## src/rtl/mem_port_arbiter_if.sv

```systemverilog
`default_nettype none
// +----------------------------------------------------------------------+
// | mem_port_arbiter_if: ibus/dbus request+response and downstream port  |
// | Revision: 1.0                                                        |
// +----------------------------------------------------------------------+
interface mem_port_arbiter_if #(
  parameter int ADDR_W = 64,
  parameter int DATA_W = 64,
  parameter int INST_W = 32
);
  logic                  ireq_valid;
  logic [ADDR_W-1:0]     ireq_addr;
  logic                  iresp_addr_ok;
  logic                  iresp_data_ok;
  logic [INST_W-1:0]     iresp_data;

  logic                  dreq_valid;
  logic [ADDR_W-1:0]     dreq_addr;
  logic [2:0]            dreq_size;
  logic [DATA_W/8-1:0]   dreq_strobe;
  logic [DATA_W-1:0]     dreq_data;
  logic                  dresp_addr_ok;
  logic                  dresp_data_ok;
  logic [DATA_W-1:0]     dresp_data;

  logic                  mreq_valid;
  logic                  mreq_ready;
  logic [ADDR_W-1:0]     mreq_addr;
  logic [2:0]            mreq_size;
  logic [DATA_W/8-1:0]   mreq_strobe;
  logic [DATA_W-1:0]     mreq_wdata;
  logic                  mresp_valid;
  logic [DATA_W-1:0]     mresp_data;

  // Arbiter side: serves the core buses and drives the memory port.
  modport slave (
    input  ireq_valid, ireq_addr,
    output iresp_addr_ok, iresp_data_ok, iresp_data,
    input  dreq_valid, dreq_addr, dreq_size, dreq_strobe, dreq_data,
    output dresp_addr_ok, dresp_data_ok, dresp_data,
    output mreq_valid, mreq_addr, mreq_size, mreq_strobe, mreq_wdata,
    input  mreq_ready, mresp_valid, mresp_data
  );

  // Environment side: core requesters plus the memory/cache.
  modport master (
    output ireq_valid, ireq_addr,
    input  iresp_addr_ok, iresp_data_ok, iresp_data,
    output dreq_valid, dreq_addr, dreq_size, dreq_strobe, dreq_data,
    input  dresp_addr_ok, dresp_data_ok, dresp_data,
    input  mreq_valid, mreq_addr, mreq_size, mreq_strobe, mreq_wdata,
    output mreq_ready, mresp_valid, mresp_data
  );
endinterface
`default_nettype wire

```

## src/rtl/mem_port_arbiter.sv

```systemverilog
`default_nettype none
// +----------------------------------------------------------------------+
// | mem_port_arbiter: one-outstanding ibus/dbus arbiter for a memory port |
// | Optional macro ARB_ROUND_ROBIN_EN: round-robin instead of dbus-first. |
// | Revision: 1.0                                                        |
// +----------------------------------------------------------------------+
module mem_port_arbiter #(
  parameter int ADDR_W = 64,
  parameter int DATA_W = 64,
  parameter int INST_W = 32
) (
  input  wire logic          clk,
  input  wire logic          rst_n,
  mem_port_arbiter_if.slave  bus
);
  typedef enum logic [1:0] {
    S_IDLE = 2'd0,
    S_REQ  = 2'd1,
    S_WAIT = 2'd2,
    S_RESP = 2'd3
  } state_e;

  state_e               state_q;
  logic                 owner_q;
  logic [DATA_W-1:0]    rdata_q;
  logic                 isel_q;
  logic                 idok_q;
  logic                 ddok_q;

  logic                 owner_valid;
  logic                 req_active;
  logic                 handshake;
  logic                 grant_d;
  logic [ADDR_W-1:0]    addr_d;
  logic [DATA_W-1:0]    wdata_d;

  assign owner_valid = owner_q ? bus.dreq_valid : bus.ireq_valid;
  assign req_active  = (state_q == S_REQ) && owner_valid;
  assign handshake   = req_active && bus.mreq_ready;

`ifdef ARB_ROUND_ROBIN_EN
  logic rr_last_q;
  // rr_last_q names the bus served last; on contention the other one wins.
  assign grant_d = (bus.dreq_valid && bus.ireq_valid) ? ~rr_last_q : bus.dreq_valid;
`else
  assign grant_d = bus.dreq_valid;
`endif

  assign addr_d  = owner_q ? bus.dreq_addr : bus.ireq_addr;
  assign wdata_d = owner_q ? bus.dreq_data : '0;

  assign bus.mreq_valid  = req_active;
  assign bus.mreq_addr   = req_active ? addr_d : '0;
  assign bus.mreq_size   = req_active ? (owner_q ? bus.dreq_size : 3'd2) : 3'd0;
  assign bus.mreq_strobe = (req_active && owner_q) ? bus.dreq_strobe : '0;
  assign bus.mreq_wdata  = req_active ? wdata_d : '0;

  assign bus.iresp_addr_ok = handshake && !owner_q;
  assign bus.dresp_addr_ok = handshake && owner_q;
  assign bus.iresp_data_ok = idok_q;
  assign bus.dresp_data_ok = ddok_q;
  assign bus.iresp_data    = isel_q ? rdata_q[DATA_W-1 -: INST_W] : rdata_q[INST_W-1:0];
  assign bus.dresp_data    = rdata_q;

  always_ff @(posedge clk) begin
    if (!rst_n) begin
      state_q   <= S_IDLE;
      owner_q   <= 1'b0;
      rdata_q   <= '0;
      isel_q    <= 1'b0;
      idok_q    <= 1'b0;
      ddok_q    <= 1'b0;
`ifdef ARB_ROUND_ROBIN_EN
      rr_last_q <= 1'b0;
`endif
    end else begin
      idok_q <= 1'b0;
      ddok_q <= 1'b0;
      case (state_q)
        S_IDLE: begin
          if (bus.dreq_valid || bus.ireq_valid) begin
            owner_q <= grant_d;
            state_q <= S_REQ;
          end
        end
        S_REQ: begin
          if (!owner_valid) begin
            state_q <= S_IDLE;
          end else if (bus.mreq_ready) begin
            if (!owner_q) isel_q <= bus.ireq_addr[2];
            // A response in the acceptance cycle skips WAIT entirely.
            if (bus.mresp_valid) begin
              rdata_q <= bus.mresp_data;
              idok_q  <= !owner_q;
              ddok_q  <= owner_q;
              state_q <= S_RESP;
            end else begin
              state_q <= S_WAIT;
            end
          end
        end
        S_WAIT: begin
          if (bus.mresp_valid) begin
            rdata_q <= bus.mresp_data;
            idok_q  <= !owner_q;
            ddok_q  <= owner_q;
            state_q <= S_RESP;
          end
        end
        S_RESP: begin
`ifdef ARB_ROUND_ROBIN_EN
          rr_last_q <= owner_q;
`endif
          state_q <= S_IDLE;
        end
        default: state_q <= S_IDLE;
      endcase
    end
  end
endmodule
`default_nettype wire

```

## src/flat_wrapper.sv

```systemverilog
// flat-port wrapper written by rule: the top's interface ports become plain ports
module mem_port_arbiter_flat 
#(
  parameter int ADDR_W = 64,
  parameter int DATA_W = 64,
  parameter int INST_W = 32
)
  (clk, rst_n, bus_ireq_valid, bus_ireq_addr, bus_iresp_addr_ok, bus_iresp_data_ok, bus_iresp_data, bus_dreq_valid, bus_dreq_addr, bus_dreq_size, bus_dreq_strobe, bus_dreq_data, bus_dresp_addr_ok, bus_dresp_data_ok, bus_dresp_data, bus_mreq_valid, bus_mreq_addr, bus_mreq_size, bus_mreq_strobe, bus_mreq_wdata, bus_mreq_ready, bus_mresp_valid, bus_mresp_data);
  mem_port_arbiter_if #(.ADDR_W(ADDR_W), .DATA_W(DATA_W), .INST_W(INST_W)) bus_i ();
  input  wire logic clk;
  input  wire logic rst_n;
  input wire logic [$bits(bus_i.ireq_valid)-1:0] bus_ireq_valid;
  input wire logic [$bits(bus_i.ireq_addr)-1:0] bus_ireq_addr;
  output wire logic [$bits(bus_i.iresp_addr_ok)-1:0] bus_iresp_addr_ok;
  output wire logic [$bits(bus_i.iresp_data_ok)-1:0] bus_iresp_data_ok;
  output wire logic [$bits(bus_i.iresp_data)-1:0] bus_iresp_data;
  input wire logic [$bits(bus_i.dreq_valid)-1:0] bus_dreq_valid;
  input wire logic [$bits(bus_i.dreq_addr)-1:0] bus_dreq_addr;
  input wire logic [$bits(bus_i.dreq_size)-1:0] bus_dreq_size;
  input wire logic [$bits(bus_i.dreq_strobe)-1:0] bus_dreq_strobe;
  input wire logic [$bits(bus_i.dreq_data)-1:0] bus_dreq_data;
  output wire logic [$bits(bus_i.dresp_addr_ok)-1:0] bus_dresp_addr_ok;
  output wire logic [$bits(bus_i.dresp_data_ok)-1:0] bus_dresp_data_ok;
  output wire logic [$bits(bus_i.dresp_data)-1:0] bus_dresp_data;
  output wire logic [$bits(bus_i.mreq_valid)-1:0] bus_mreq_valid;
  output wire logic [$bits(bus_i.mreq_addr)-1:0] bus_mreq_addr;
  output wire logic [$bits(bus_i.mreq_size)-1:0] bus_mreq_size;
  output wire logic [$bits(bus_i.mreq_strobe)-1:0] bus_mreq_strobe;
  output wire logic [$bits(bus_i.mreq_wdata)-1:0] bus_mreq_wdata;
  input wire logic [$bits(bus_i.mreq_ready)-1:0] bus_mreq_ready;
  input wire logic [$bits(bus_i.mresp_valid)-1:0] bus_mresp_valid;
  input wire logic [$bits(bus_i.mresp_data)-1:0] bus_mresp_data;
  assign bus_i.ireq_valid = bus_ireq_valid;
  assign bus_i.ireq_addr = bus_ireq_addr;
  assign bus_iresp_addr_ok = bus_i.iresp_addr_ok;
  assign bus_iresp_data_ok = bus_i.iresp_data_ok;
  assign bus_iresp_data = bus_i.iresp_data;
  assign bus_i.dreq_valid = bus_dreq_valid;
  assign bus_i.dreq_addr = bus_dreq_addr;
  assign bus_i.dreq_size = bus_dreq_size;
  assign bus_i.dreq_strobe = bus_dreq_strobe;
  assign bus_i.dreq_data = bus_dreq_data;
  assign bus_dresp_addr_ok = bus_i.dresp_addr_ok;
  assign bus_dresp_data_ok = bus_i.dresp_data_ok;
  assign bus_dresp_data = bus_i.dresp_data;
  assign bus_mreq_valid = bus_i.mreq_valid;
  assign bus_mreq_addr = bus_i.mreq_addr;
  assign bus_mreq_size = bus_i.mreq_size;
  assign bus_mreq_strobe = bus_i.mreq_strobe;
  assign bus_mreq_wdata = bus_i.mreq_wdata;
  assign bus_i.mreq_ready = bus_mreq_ready;
  assign bus_i.mresp_valid = bus_mresp_valid;
  assign bus_i.mresp_data = bus_mresp_data;
  mem_port_arbiter #(.ADDR_W(ADDR_W), .DATA_W(DATA_W), .INST_W(INST_W)) u_core (.clk(clk), .rst_n(rst_n), .bus(bus_i));
endmodule
```

## config.mk

```make
export PLATFORM = sky130hd
export DESIGN_NAME = mem_port_arbiter_flat
export DESIGN_NICKNAME = d
export VERILOG_FILES = /design/src/rtl/mem_port_arbiter_if.sv /design/src/rtl/mem_port_arbiter.sv /design/src/flat_wrapper.sv
export SDC_FILE = /design/constraint.sdc
export NUM_CORES = 1
export LEC_CHECK = 0
export BUFFER_PORTS_ARGS = -buffer_cell sky130_fd_sc_hd__clkbuf_2
export CORE_AREA = 4 4 199 201
export DETAILED_ROUTE_END_ITERATION = 10
export DIE_AREA = 0 0 203 205
export SETUP_SLACK_MARGIN = 0.3
export SLEW_MARGIN = 0
export SYNTH_ARGS = -nofsm -noshare
export SYNTH_HDL_FRONTEND = slang
export SYNTH_SLANG_ARGS = --single-unit
```

## constraint.sdc

```tcl
create_clock -name clk -period 2.2 [get_ports clk]
set_clock_uncertainty 0.15 [all_clocks]
set_input_delay 0.44 -clock clk [delete_from_list [all_inputs] [get_ports clk]]
set_output_delay 0.44 -clock clk [all_outputs]
set_load 0.05 [all_outputs]
```

==> flow_metrics.py <==
metrics = {
    "layout": {
        "synthToLayoutAreaGrowth_pct": 169,
        "nets_final": 1440,
        "regArea_sq_um": 1410,
        "most-common-layout-cells": "337 x clkbuf_2, 130 x nand2_1, 101 x mux2i_1, 73 x buf_12, 70 x and2_4",
        "stdcell_count": 1681,
        "final_layout_size_suffix_gt1_share_pct": 72.3,
        "post-route-cell-area_sq_um": 12900,
        "layout_commonest_cell": "clkbuf_2",
        "fill_cells": 3731,
        "area_of_the_multi_input_gates_sq_um": 4090,
    },
    "min_path": {
        "hold_class": "in2reg",
    },
    "critical_path": {
        "worst_setup_path_end_kind": "output pin",
        "timing.reg2reg.setup_slack_ps": 170,
        "crit_fanout": 8,
        "critPathLaunchType": "flop",
        "cp.arrival_ps": 1750,
        "ff2ff_path_depth": 8,
        "critPathCapture": "bus_mreq_wdata[48]",
        "cp.required_ps": 1610,
        "timing_worst_setup_path_type": "reg2out",
        "r2r_end": "u_core.bus.dresp_data[48]",
        "crit-reg2reg-launch": "u_core.owner_q",
    },
    "synthesis": {
        "synth.net_count": 863,
        "post_synth_main_area_contributors": "dfxtp_1 29%, mux2i_1 27%, nand2_1 10%",
        "yosys_register_bits": 70,
        "syn_avg_cell_area_sq_um": 8.17,
        "netlist.area_leader.share_pct": 29.3,
        "synthesis.instances": 586,
        "synth-warning-count": 0,
        "synth_area_leader_cell": "dfxtp_1",
        "synth.distinct_cells": 31,
        "synth-seq-area-share_pct": 29.3,
        "post_synth_instance_area_sq_um": 4790,
    },
    "sta": {
        "clock.fmax_mhz": 428,
        "worst_pin_slew_ps": 397,
        "setup-violations-final": 122,
        "hold_slack_ps": 162,
        "final.min_clock_period_ps": 2340,
        "slew-limit-headroom_pct": 72.8,
        "period_share_pct": 106,
        "final.setup.worst_slack_ps": -136,
        "final_hold_viol_count": 0,
        "finalMaxSlewViolations": 0,
        "unrepaired_setup_endpoints_after_global_routing": "yes",
    },
    "routing": {
        "initialDrtViolationCount": 196,
        "routed_via_density": 3.86,
        "route.detailed.drc": 0,
        "antenna_left": 0,
        "sum_of_routed_wire_length_over_all_layers_mm": 29.9,
        "routed-via-count": 6494,
        "post_drt_wl_per_cell_um": 17.8,
        "detailedRoute.firstPassIterationCount": 6,
    },
    "power": {
        "power_per_cell_area_nw_per_um2": 646,
        "power.total_w": 0.00832,
        "vdd_ir_drop_max_v": 0.000365,
        "power.leakage_nw": 6.14,
    },
    "global_route": {
        "initial_antenna_violation_count": 2,
        "grt_max_degree": 49,
        "grt.total_usage_pct": 12.9,
        "overflow": 0,
        "grt_pass1_vias": 6829,
        "wire_length_of_the_first_global_routing_pass_mm": 41.4,
    },
    "clock_tree": {
        "cts_hold_buffers": 0,
        "numCtsBuffers": 9,
        "clock_tree_from_tritoncts": "yes",
        "cts.sinks": 70,
        "cts-root-buf": "clkbuf_16",
        "cts_htree_levels": 3,
        "clkLatencyLatePin_ps": 340,
        "cts_buffer_depth": 2,
        "cts.clk_slew.worst_paths_ps": 60,
    },
    "place": {
        "placement.cell_area_sq_um": 9490,
        "finalWeightedCongestion": 0.835,
        "place.detailed.instances": 1603,
        "dpl.hpwl_mm": 20.4,
        "count_of_input_and_output_buffers": 512,
        "preCtsSetupSlack_ps": 36.9,
    },
    "floorplan": {
        "boundaryPins": 513,
        "row_count": 71,
        "floorplan.die.width_um": 203,
        "core-area_sq_um": 37600,
        "initial_core_util_pct": 12.7,
        "die_area_sq_um": 41600,
        "die-height_um": 205,
    },
    "run": {
        "maxCapViolations": 0,
    },
    "status": {
        "outcome": "finished, violations left",
        "violations": "setup timing",
    },
}
## Yosys cell counts
cell,count
and3_1,1
nand2_1,131
nor3b_1,3
inv_1,4
o2111ai_1,1
nand4_1,1
buf_2,16
a311oi_1,1
mux2i_1,130
nand2b_1,2
inv_2,1
or3b_2,1
nor3_1,2
o32ai_1,1
nor2_1,66
and2_1,75
nand3_1,2
mux2_1,3
and4b_1,1
a22oi_1,1
clkbuf_1,20
mux2_2,30
nor2b_1,2
ha_1,4
o22a_1,1
a21oi_1,1
a221oi_1,1
buf_6,6
dfxtp_1,70
buf_4,7
a31oi_1,1
## power by group
| part | internal (W) | leakage [nW] | switching [W] |
|---|---|---|---|
| clock network | 0.000887 | 0.139 | 0.000633 |
| logic | 0.00245 | 5.44 | 0.00285 |
| registers | 0.00138 | 0.569 | 0.000113 |
| total | 0.00472 | 6.14 | 0.00360 |
## stage by stage
step	utilization, %	TNS (ps)
final	34.3	-10160
after global routing	34.2	-20060
after CTS	32.5	-15230
after detailed placement	25.3	0
after global placement	25.3	0
after floorplan	-	0
## critical path, cell delays in order, from the launching register on
cell,delay (ps)
dfxtp_2,360
inv_4,40
ha_4,160
and3_4,200
buf_12,160
buf_16,150
and2_4,160
clkbuf_16,160
## worst min-delay path by stage
| stage | cells after the start | slack [ps] | end | from |
|---|---|---|---|---|
| global placement | 2 | 310 | u_core.bus.dresp_data[36] | u_core.bus.dresp_data[36] |
| finish | 3 | 160 | u_core.bus.dresp_data[49] | bus_mresp_data[49] |
| CTS | 3 | 130 | u_core.bus.dresp_data[42] | bus_mresp_data[42] |
| detailed placement | 2 | 320 | u_core.bus.dresp_data[40] | u_core.bus.dresp_data[40] |
| floorplan | 2 | 350 | flop | u_core.state_q[0] |
| global route | 3 | 150 | u_core.bus.dresp_data[49] | bus_mresp_data[49] |
## final cells by class
| cell class | count | share of cell area, % |
|---|---|---|
| clock inverters | 6 | 0.554 |
| flip-flops and latches | 70 | 11.0 |
| inverters | 5 | 0.185 |
| diodes | 2 | 0.0389 |
| clock buffers | 10 | 1.78 |
| multi-input cells | 463 | 31.8 |
| repair buffers | 614 | 49.7 |
| well taps | 511 | 4.97 |
## per-layer routing
metal	global-route usage (%)	vias to the layer above	part of all wire (%)
li1	-	3082	-
met1	14.5	3041	38
met2	23.5	328	52
met3	3.83	43	7.4
met4	3.86	0	2.5
met5	0	-	0
## state kept, by name, indices dropped and copies added, names as in the netlist, named ones only
| name | count |
|---|---|
| u_core.bus.dresp_data | 64 |
| u_core.state_q | 1 |
| u_core.bus.dresp_data_ok | 1 |
| u_core.bus.iresp_data_ok | 1 |
| u_core.owner_q | 1 |
| u_core.isel_q | 1 |
## timing repair
action / in CTS / in global routing
endpoints found under the hold margin: 0 / 0
setup endpoints to repair: 235 / 238
cloned: 14 / 8
buffers inserted: 25 / 13
pin swaps: 10 / 44
gates resized for setup: 379 / 114
## cell families (layout without fill, tap and decap cells)
logic type | Yosys count | in the layout | share of synthesized area [%]
multiplexers | 163 | 163 | 34.9
flip-flops | 70 | 70 | 29.3
AO/OA/AOI/OAI | 8 | 8 | 1.31
AND/OR/NAND/NOR | 287 | 288 | 27.3
adder cells (fa/ha/maj) | 4 | 4 | 1.05
other | 0 | 2 | 0
buffers and inverters | 54 | 635 | 6.14
Power figures use the tool's default switching activity.
